## config.mk

```make
export PLATFORM = sky130hd
export DESIGN_NAME = adc_sample_averager
export DESIGN_NICKNAME = d
export VERILOG_FILES = /design/src/rtl/adc_pkg.sv /design/src/rtl/adc_avg_round.sv /design/src/rtl/adc_sample_averager.sv
export SDC_FILE = /design/constraint.sdc
export NUM_CORES = 1
export LEC_CHECK = 0
export ABC_AREA = 1
export CORE_UTILIZATION = 31
export CTS_CLUSTER_DIAMETER = 40
export CTS_CLUSTER_SIZE = 40
export DETAILED_ROUTE_END_ITERATION = 8
export PLACE_DENSITY = 0.56
export SKIP_LAST_GASP = 1
export SLEW_MARGIN = 20
export SYNTH_ARGS = -nofsm -noshare
export SYNTH_HDL_FRONTEND = slang
export SYNTH_SLANG_ARGS = --single-unit
```

## constraint.sdc

```tcl
create_clock -name clk -period 2.79 [get_ports clk]
set_input_delay 0.279 -clock clk [delete_from_list [all_inputs] [get_ports clk]]
set_output_delay 0.279 -clock clk [all_outputs]
set_load 0.005 [all_outputs]
```

## src/rtl/adc_pkg.sv

```systemverilog
// ---------------------------------------------------------------------------
// adc_pkg
// Shared widths, FSM state encoding and a block-length helper for the
// ADC block-averaging decimator.
//   DATA_W     : sample width (unsigned)
//   LOG2_N_MAX : largest supported log2(block length)
//   ACC_W      : accumulator width, wide enough for 2^LOG2_N_MAX full-scale samples
//   SUM_W      : accumulator plus one bit, so the rounding add never wraps
//   CNT_W      : sample counter width, holds 0..2^LOG2_N_MAX
//   K_W        : width of the block-length selector
// ---------------------------------------------------------------------------
package adc_pkg;

  localparam int DATA_W     = 16;
  localparam int LOG2_N_MAX = 6;
  localparam int ACC_W      = DATA_W + LOG2_N_MAX;
  localparam int SUM_W      = ACC_W + 1;
  localparam int CNT_W      = LOG2_N_MAX + 1;
  localparam int K_W        = 3;

  // One-hot so each state bit can be probed directly on the debug output.
  typedef enum logic [2:0] {
    ST_IDLE  = 3'b001,
    ST_ACCUM = 3'b010,
    ST_DONE  = 3'b100
  } state_t;

  // Block-length selectors above the supported maximum clamp to it.
  function automatic logic [K_W-1:0] sat_k(input logic [K_W-1:0] sel);
    return (sel > K_W'(LOG2_N_MAX)) ? K_W'(LOG2_N_MAX) : sel;
  endfunction

endpackage

```

## src/rtl/adc_avg_round.sv

```systemverilog
// ---------------------------------------------------------------------------
// adc_avg_round
// Combinational round-half-up mean: o_mean = (i_acc + half) >> i_k, where
// half = 2^(i_k-1) for i_k > 0 and 0 for i_k == 0.
//   i_acc  : block sum of 2^i_k unsigned samples
//   i_k    : log2 of the block length (already clamped to LOG2_N_MAX)
//   o_mean : rounded block mean
// The add is done one bit wider than the accumulator. Because the sum of
// 2^k samples is at most 2^k*(2^DATA_W-1), the rounded result always fits
// in DATA_W bits, so the truncation below drops only zero bits.
// ---------------------------------------------------------------------------
module adc_avg_round
  import adc_pkg::*;
(
  input  logic [ACC_W-1:0]  i_acc,
  input  logic [K_W-1:0]    i_k,
  output logic [DATA_W-1:0] o_mean
);

  logic [SUM_W-1:0] w_half;
  logic [SUM_W-1:0] w_sum;

  always_comb begin
    w_half = '0;
    if (i_k != '0) begin
      w_half = SUM_W'(1) << (i_k - K_W'(1));
    end
    w_sum  = {1'b0, i_acc} + w_half;
    o_mean = DATA_W'(w_sum >> i_k);
  end

endmodule

```

## src/rtl/adc_sample_averager.sv

```systemverilog
// ---------------------------------------------------------------------------
// adc_sample_averager
// Block-averaging decimator behind the ADS8860 driver. Accumulates 2^k
// strobed samples, then offers the rounded mean together with the block
// minimum and maximum on a valid/ready output.
//   clk, rst   : single clock, synchronous active-high reset
//   enable     : 0 discards any partial block and holds the FSM in IDLE
//   avg_sel    : k (block length 2^k), clamped to LOG2_N_MAX, latched per block
//   in_data    : sample, qualified by the one-cycle strobe in_valid
//   out_data   : rounded block mean
//   out_min    : smallest sample of the block
//   out_max    : largest sample of the block
//   out_valid  : result present
//   out_ready  : consumer accept
//   overrun    : sticky, a finished block was dropped because the output was full
//   blk_cnt    : samples accumulated in the current block
//   dbg_state  : one-hot FSM state (IDLE/ACCUM/DONE)
//
// Output handshake: a result transfers on every cycle where out_valid and
// out_ready are both high. While out_valid is high and out_ready is low,
// out_data/out_min/out_max do not change. A new result may load in the same
// cycle the previous one is accepted; if the slot is still occupied at load
// time the new result is dropped and overrun is set.
// ---------------------------------------------------------------------------
module adc_sample_averager
  import adc_pkg::*;
(
  input  logic              clk,
  input  logic              rst,
  input  logic              enable,
  input  logic [K_W-1:0]    avg_sel,
  input  logic [DATA_W-1:0] in_data,
  input  logic              in_valid,
  output logic [DATA_W-1:0] out_data,
  output logic [DATA_W-1:0] out_min,
  output logic [DATA_W-1:0] out_max,
  output logic              out_valid,
  input  logic              out_ready,
  output logic              overrun,
  output logic [CNT_W-1:0]  blk_cnt,
  output logic [2:0]        dbg_state
);

  state_t            r_state;
  logic [K_W-1:0]    r_k_lat;
  logic [ACC_W-1:0]  r_acc;
  logic [CNT_W-1:0]  r_blk_cnt;
  logic [DATA_W-1:0] r_min;
  logic [DATA_W-1:0] r_max;
  logic [DATA_W-1:0] r_out_data;
  logic [DATA_W-1:0] r_out_min;
  logic [DATA_W-1:0] r_out_max;
  logic              r_out_valid;
  logic              r_overrun;

  logic [K_W-1:0]    w_k_sel;
  logic [CNT_W-1:0]  w_cnt_inc;
  logic [CNT_W-1:0]  w_blk_len;
  logic [ACC_W-1:0]  w_acc_add;
  logic [DATA_W-1:0] w_min_nxt;
  logic [DATA_W-1:0] w_max_nxt;
  logic [DATA_W-1:0] w_mean;
  logic              w_out_free;

  assign w_k_sel    = sat_k(avg_sel);
  assign w_cnt_inc  = r_blk_cnt + CNT_W'(1);
  assign w_blk_len  = CNT_W'(1) << r_k_lat;
  assign w_acc_add  = r_acc + ACC_W'(in_data);
  assign w_min_nxt  = (in_data < r_min) ? in_data : r_min;
  assign w_max_nxt  = (in_data > r_max) ? in_data : r_max;
  // Slot is free when empty or being drained on this very edge.
  assign w_out_free = !r_out_valid || out_ready;

  adc_avg_round u_round (
    .i_acc  (r_acc),
    .i_k    (r_k_lat),
    .o_mean (w_mean)
  );

  always_ff @(posedge clk) begin
    if (rst) begin
      r_state     <= ST_IDLE;
      r_k_lat     <= '0;
      r_acc       <= '0;
      r_blk_cnt   <= '0;
      r_min       <= '0;
      r_max       <= '0;
      r_out_data  <= '0;
      r_out_min   <= '0;
      r_out_max   <= '0;
      r_out_valid <= 1'b0;
      r_overrun   <= 1'b0;
    end else begin
      // Output register: accept first, then a DONE load may refill the slot.
      if (r_out_valid && out_ready) begin
        r_out_valid <= 1'b0;
      end
      if (r_state == ST_DONE) begin
        if (w_out_free) begin
          r_out_data  <= w_mean;
          r_out_min   <= r_min;
          r_out_max   <= r_max;
          r_out_valid <= 1'b1;
        end else begin
          r_overrun   <= 1'b1;
        end
      end

      case (r_state)
        ST_IDLE: begin
          if (enable) begin
            r_state   <= ST_ACCUM;
            r_k_lat   <= w_k_sel;
            r_acc     <= '0;
            r_blk_cnt <= '0;
            r_min     <= '1;
            r_max     <= '0;
          end
        end

        ST_ACCUM: begin
          if (!enable) begin
            r_state   <= ST_IDLE;
            r_blk_cnt <= '0;
          end else if (in_valid) begin
            r_acc     <= w_acc_add;
            r_blk_cnt <= w_cnt_inc;
            r_min     <= w_min_nxt;
            r_max     <= w_max_nxt;
            if (w_cnt_inc == w_blk_len) begin
              r_state <= ST_DONE;
            end
          end
        end

        ST_DONE: begin
          // The finished block is consumed by the output load above; here
          // the next block starts with k re-latched. A sample strobed during
          // DONE becomes the first sample of that new block.
          if (!enable) begin
            r_state   <= ST_IDLE;
            r_blk_cnt <= '0;
          end else begin
            r_k_lat <= w_k_sel;
            if (in_valid) begin
              r_acc     <= ACC_W'(in_data);
              r_blk_cnt <= CNT_W'(1);
              r_min     <= in_data;
              r_max     <= in_data;
              r_state   <= (w_k_sel == '0) ? ST_DONE : ST_ACCUM;
            end else begin
              r_acc     <= '0;
              r_blk_cnt <= '0;
              r_min     <= '1;
              r_max     <= '0;
              r_state   <= ST_ACCUM;
            end
          end
        end

        default: begin
          r_state <= ST_IDLE;
        end
      endcase
    end
  end

  assign out_data  = r_out_data;
  assign out_min   = r_out_min;
  assign out_max   = r_out_max;
  assign out_valid = r_out_valid;
  assign overrun   = r_overrun;
  assign blk_cnt   = r_blk_cnt;
  assign dbg_state = r_state;

endmodule
```

Word-level counts from Yosys, hierarchy flattened
Cells that the tools add are included.
{"block": "word_totals", "reg_bits": 117, "latchBits": 0, "mem_bits_rw": 0, "mem_bits_ro": 0, "input_bits": 24, "out_inout_bits": 60, "wordCells": 88, "memories": 0}
{"block": "classes", "n_addsub": 4, "mul": 0, "div": 0, "n_lt_le_gt_ge": 3, "eq_ne": 12, "shifts": 3, "n_mux": 39, "bitwise": 1, "reduce_logical": 15}
{"op": "two-way mux 16 bit", "n": 13}
{"op": "case mux 16 bit (3 select lines)", "n": 2}
{"op": "two-way mux 22 bit", "n": 4}
{"op": "case mux 22 bit (3 select lines)", "n": 1}
{"op": "two-way mux 3 bit", "n": 8}
{"op": "adder 22 x 23 -> 23 bit", "n": 1}
{"op": "two-way mux 23 bit", "n": 1}
{"op": "<< shifter 1 x 3 -> 23 bit (first input constant)", "n": 1}
{"op": "right shift 23 x 3 -> 16 bit", "n": 1}
{"op": "adder 22 x 16 -> 22 bit", "n": 1}
{"op": "two-way mux 7 bit", "n": 3}
{"op": "case mux 7 bit (3 select lines)", "n": 1}
{"op": "greater-than comparator 16 bit", "n": 1}
{"op": "< comparator 16 bit", "n": 1}
{"op": "!= test 2 bit (second input constant)", "n": 6}
{"op": "AND reduction 6 bit", "n": 2}
{"op": "case mux 3 bit (3 select lines)", "n": 1}
{"op": "adder 7 x 1 -> 7 bit (second input constant)", "n": 1}
{"op": "equality test 7 bit", "n": 1}
{"op": "<< shifter 1 x 3 -> 7 bit (first input constant)", "n": 1}
{"op": "!= test 3 bit (second input constant)", "n": 2}
{"op": "AND reduction 2 bit", "n": 3}
{"op": "AND reduction 3 bit", "n": 2}
{"op": "nonzero test 3 bit", "n": 2}
{"op": "other kinds (13)", "n": 17}

Depth between registers and ports, before layout
{"block": "depth", "depth_word": 7, "depth_mapped": 22, "depth_no_buf": 22}

Modules after synthesis
From an unflattened synthesis, not the netlist that was laid out.
{"block": "hier_totals", "cells_unflattened": 1379, "hier_area_um2": 8485.6}
{"module": "adc_sample_averager", "instances": 1, "cells_per_inst": 1018, "area_per_inst_um2": 6795.3, "seq_area_each_um2": 2342.2}
{"module": "adc_avg_round", "instances": 1, "cells_per_inst": 361, "area_per_inst_um2": 1690.4, "seq_area_each_um2": 0.0}

Worst setup path before layout
Ideal clock, no wire load.
{"block": "synth_path", "kind": "register to register", "from": "register r_k_lat[2]", "to": "register r_out_data[13] (netlist: out_data[13])", "setup_ns": 0.109, "arrival_ns": 2.384, "required_time_ns": 2.681, "setup_slack_ns": 0.297, "path_stages_with_launch": 19, "path_buffers": 2, "period_less_slack_ns": 2.493, "cell_sequence": "dfxtp_1 -> inv_1 -> clkbuf_1 -> clkbuf_1 -> nor2_1 -> ha_1 -> nand2_1 -> nor2_1 -> nand3_1 -> nand3_1 -> nand2_1 -> nand2_1 -> nand3_1 -> nand2_1 -> nand2_1 -> nand3_1 -> nand3_1 -> nand2_1 -> inv_1"}
{"block": "synth_between", "elab_chain_len": 5, "word_cells_on_any_way": 6, "classes_between": "2 x add/sub; 2 x shift; 1 x mux; 1 x reduce/logical"}
{"element": "from (decl)", "line_no": "adc_sample_averager.sv:45", "text": "logic [K_W-1:0] r_k_lat;"}
{"element": "from (signal assigned)", "line_no": "adc_sample_averager.sv:113", "text": "r_k_lat <= w_k_sel;"}
{"element": "from (signal assigned)", "line_no": "adc_sample_averager.sv:144", "text": "r_k_lat <= w_k_sel;"}
{"element": "subtractor 3 x 1 -> 3 bit", "line_no": "adc_avg_round.sv:26", "text": "w_half = SUM_W'(1) << (i_k - K_W'(1));"}
{"element": "<< shifter 1 x 3 -> 23 bit", "line_no": "adc_avg_round.sv:26"}
{"element": "two-way mux 23 bit", "line_no": "adc_avg_round.sv:25", "text": "if (i_k != '0) begin"}
{"element": "adder 22 x 23 -> 23 bit", "line_no": "adc_avg_round.sv:28", "text": "w_sum = {1'b0, i_acc} + w_half;"}
{"element": "right shift 23 x 3 -> 16 bit (*)", "line_no": "adc_avg_round.sv:29", "text": "o_mean = DATA_W'(w_sum >> i_k);"}
{"element": "to (signal assigned)", "line_no": "adc_sample_averager.sv:100", "text": "r_out_data <= w_mean;"}
{"element": "to (decl)", "line_no": "adc_sample_averager.sv:50", "text": "logic [DATA_W-1:0] r_out_data;"}
Every way passes the cells marked *; elsewhere a longest branch is shown, timed or not.
A chain may end at the register's enable or synchronous reset.

Worst setup path in the final report
{"block": "layout_path", "from": "register r_k_lat[1]", "to": "register r_out_data[12] (netlist: out_data[12])"}
Same word-level chain as after synthesis.

==> results.md <==
* Run status: finished clean
* Worst-Margin Slew at 0.5851 ns
* Syn avg cell area at 6.466 µm²
* Routed wl met3 at 986 µm
* Primary FF master, synth: dfxtp_1
* DRT Pass-1 Iters at 5
* Power Density at 538.1 nW/µm²
* Buffers added on ports at 83
* Yosys warning count at 0
* P&R area growth vs syn at 27.45%
* Cell Chain, Critical Path: buf_4 > nand2_1 > nor2_1 > ha_1 > nand2_1 > nor2_2 > nand3_1 > nand3_1 > nand2_1 > nand2_1 > nand3_1 > nand2_1 > nand2_1 > nand3_1 > nand3_1 > nand2_1 > inv_1
* DP HPWL at 18710 µm
* Die ar. at 26090 µm²
* Cell leakage power at 4.331 nW
* Io pins at 84
* Max H-tree Level at 4
* Seq pwr share at 34.6%
* Grt ovf at 0
* Chip height at 161.5 µm
* Vias in the first global route at 7834
* Worst path slowest cell: ha_1
* Ant. Diodes at 0
* Final Setup Violations at 0
* WL/cell at 14.89 µm
* Most common cell after layout, fill and taps aside: nand2_1
* Largest net degree at the start of global routing at 87
* Most frequent cells in the layout: nand2_1, nand3_1, a21oi_1, inv_1, dfxtp_1
* CP required at 3.12 ns
* RSZ-0062 raised after global routing: false
* Number of flops mapped to enable cells by yosys at 0
* Worst Setup Start Kind: register
* Clk_lat worst skew at 0.42 ns
* Die width at 161.5 µm
* Core area at 25040 µm²
* Post-route ant nets at 0
* Post-route DRC at 0
* Switch Pwr at 0.001850 W
* Initial core utilization at 31.51%
* Critical Path AT at 2.94 ns
* Final Cycle Share at 93.53%
* Setup crit end kind: register
* First-pass GRT wire length at 40140 µm
* Netlist cell types at 45
* Reg clk slew, reported paths at 0.07 ns
* Area leader, netlist: dfxtp_1
* Cell Area, Synth at 7889 µm²
* Largest cells by area after synthesis: dfxtp_1, nand2_1, nand3_1
* Nets@finish at 1417
* Mapped Nets at 1302
* Top routing layer used: met4
* Family with the most delay on the worst path: simple AND/OR/NAND/NOR gates
* # clock sinks at 117
* Initial antenna violation count at 0
* Max Fclk at 383.2 MHz
* Placer Congestion at 0.9133
* Tightest Hold Check Type: register to register
* Worst IR drop on VDD at 0.0003110 V
* Initial drt markers at 487
* Internal power at 0.003560 W
* Most used cell, CP: nand2_1
* Layout cells sized above 1 at 9.570%
* Rel. slew slack at 60.84%
* Setup CP Type: register to register
* Worst hold slack at 0.4628 ns
* Period minus WS final at 2.610 ns
* # hold bufs at CTS at 0
* Crit path from: r_k_lat[1]
* Register bit total from synthesis at 117
* Metal2 WL at 11270 µm
* M1 WL at 12260 µm
* Crit path max fanout at 5
* Core Rows at 58
* Clock power frac at 40.8%
* Via count at 8430
* Final WL at 24990 µm
* Hold Crit Start: out_data[15]
* Total of max-cap violations at 0
* CTS tree: done
* Sum of negative setup slack at 0 ns
* Synth top area share at 29.69%
* Clock skew at 0.01216 ns
* Power share of the combinational group at 24.6%
* Root Buffer: clkbuf_16
* TritonCTS Buffers at 17
* CP max stage delay at 0.37 ns
* Total track usage at 19.31%
* Pins over their slew limit at 0
* Post-synthesis sequential area ratio at 29.69%
* Clk buf depth at 2
* Sw frac at 34.20%
* Crit path buffers/inverters at 2
* Reg2Reg Launch Point: r_k_lat[1]
* # fillers at 2625
* Cells after synthesis at 1220
* Final Hold Viols at 0
* Post-synth ARST share at 0%
* DR vias/cell at 5.024
## worst paths after layout
kind | end | slack [ns] | cells after the start
worst max-delay path | out_data[12] | 0.18 | 17
worst max register to register | out_data[12] | 0.18 | 17
worst min-delay path | out_data[15] | 0.46 | 2
worst min register to register | out_data[15] | 0.46 | 2
## synth_stat cells (2+ instances only)
| cell | count |
|---|---|
| a221oi_1 | 3 |
| inv_2 | 6 |
| o21ai_0 | 81 |
| a211oi_1 | 5 |
| xor2_1 | 4 |
| clkbuf_1 | 31 |
| o211ai_1 | 2 |
| xnor2_1 | 8 |
| a21oi_1 | 158 |
| a21boi_0 | 2 |
| o21ai_1 | 3 |
| a21o_1 | 2 |
| o21ai_2 | 2 |
| o21bai_1 | 3 |
| buf_2 | 18 |
| nor2_4 | 2 |
| nor3_1 | 9 |
| o21a_1 | 3 |
| dfxtp_1 | 117 |
| ha_1 | 56 |
| buf_1 | 4 |
| a22oi_1 | 2 |
| fa_1 | 2 |
| nand2_1 | 249 |
| inv_1 | 120 |
| nand3_1 | 178 |
| nor2_1 | 110 |
| o211a_1 | 2 |
| nand4_1 | 15 |
| a31oi_1 | 3 |
| or2_2 | 6 |
## layer usage
layer  vias up  track usage [%]
met5         -                0
met4         0            5.832
met3        36            3.210
met2       191            31.05
met1      3859            26.31
li1       4344                -
## power groups by stage
stage	registers [W]	clock network [W]	logic, W
CTS	0.00187	0.00225	0.00133
global route	0.00188	0.00232	0.00151
global placement	0.00190	0	0.00131
detailed placement	0.00191	0	0.00132
finish	0.00187	0.00221	0.00133
floorplan	0.00187	0	0.000896
## kinds of logic after synthesis
logic type | synth area share [%]
multiplexers | 0.1269
flip-flops | 29.69
XOR/XNOR | 1.332
buffers and inverters | 9.072
AO/OA/AOI/OAI | 18.68
other | 0.04754
adder cells (fa/ha/maj) | 9.389
AND/OR/NAND/NOR | 31.66
## tightest hold or removal path: cells and delay by family (launching register included)
| kind | cells | cell delay [ns] |
|---|---|---|
| simple gates | 1 | 0.06 |
| compound gates | 1 | 0.05 |
| flops | 1 | 0.31 |
## what timing repair did
action	in CTS	in global routing
hold endpoints to repair	0	0
buffers inserted	0	0
gates resized for setup	0	5
endpoints found under the setup margin	0	6
## sequential cells by signal, summed over array words and instances, names as in the netlist
| name | count |
|---|---|
| r_min | 16 |
| r_k_lat | 3 |
| out_min | 16 |
| out_data | 16 |
| r_max | 16 |
| r_acc | 22 |
| overrun | 1 |
| blk_cnt | 7 |
| out_max | 16 |
| dbg_state | 3 |
| out_valid | 1 |
## stage by stage
step           utilization (%)  setup slack, ns  power (W)  cells  cell area (µm²)
2_1_floorplan                -           0.2971   0.002769   1220             7889
4_1_cts                  40.09           0.1823   0.005447   1678            10040
3_5_place_dp             37.82          0.06718   0.003226   1646             9468
5_1_grt                  40.16         0.002675   0.005716   1678            10050
6_report                 40.16           0.1804   0.005410   1678            10050
3_3_place_gp             37.82          0.07913   0.003216   1646             9468
## layout make-up
type	instances	area (µm²)	area share [%]
Tap cell	330	412.9	4.107
Multi-Input combinational cell	921	4863	48.37
Clock inverter	14	140.1	1.394
Inverter	128	483.0	4.803
Clock buffer	18	429.2	4.268
Sequential cell	117	2342	23.30
Timing Repair Buffer	150	1384	13.76
Power figures use the tool's default switching activity.
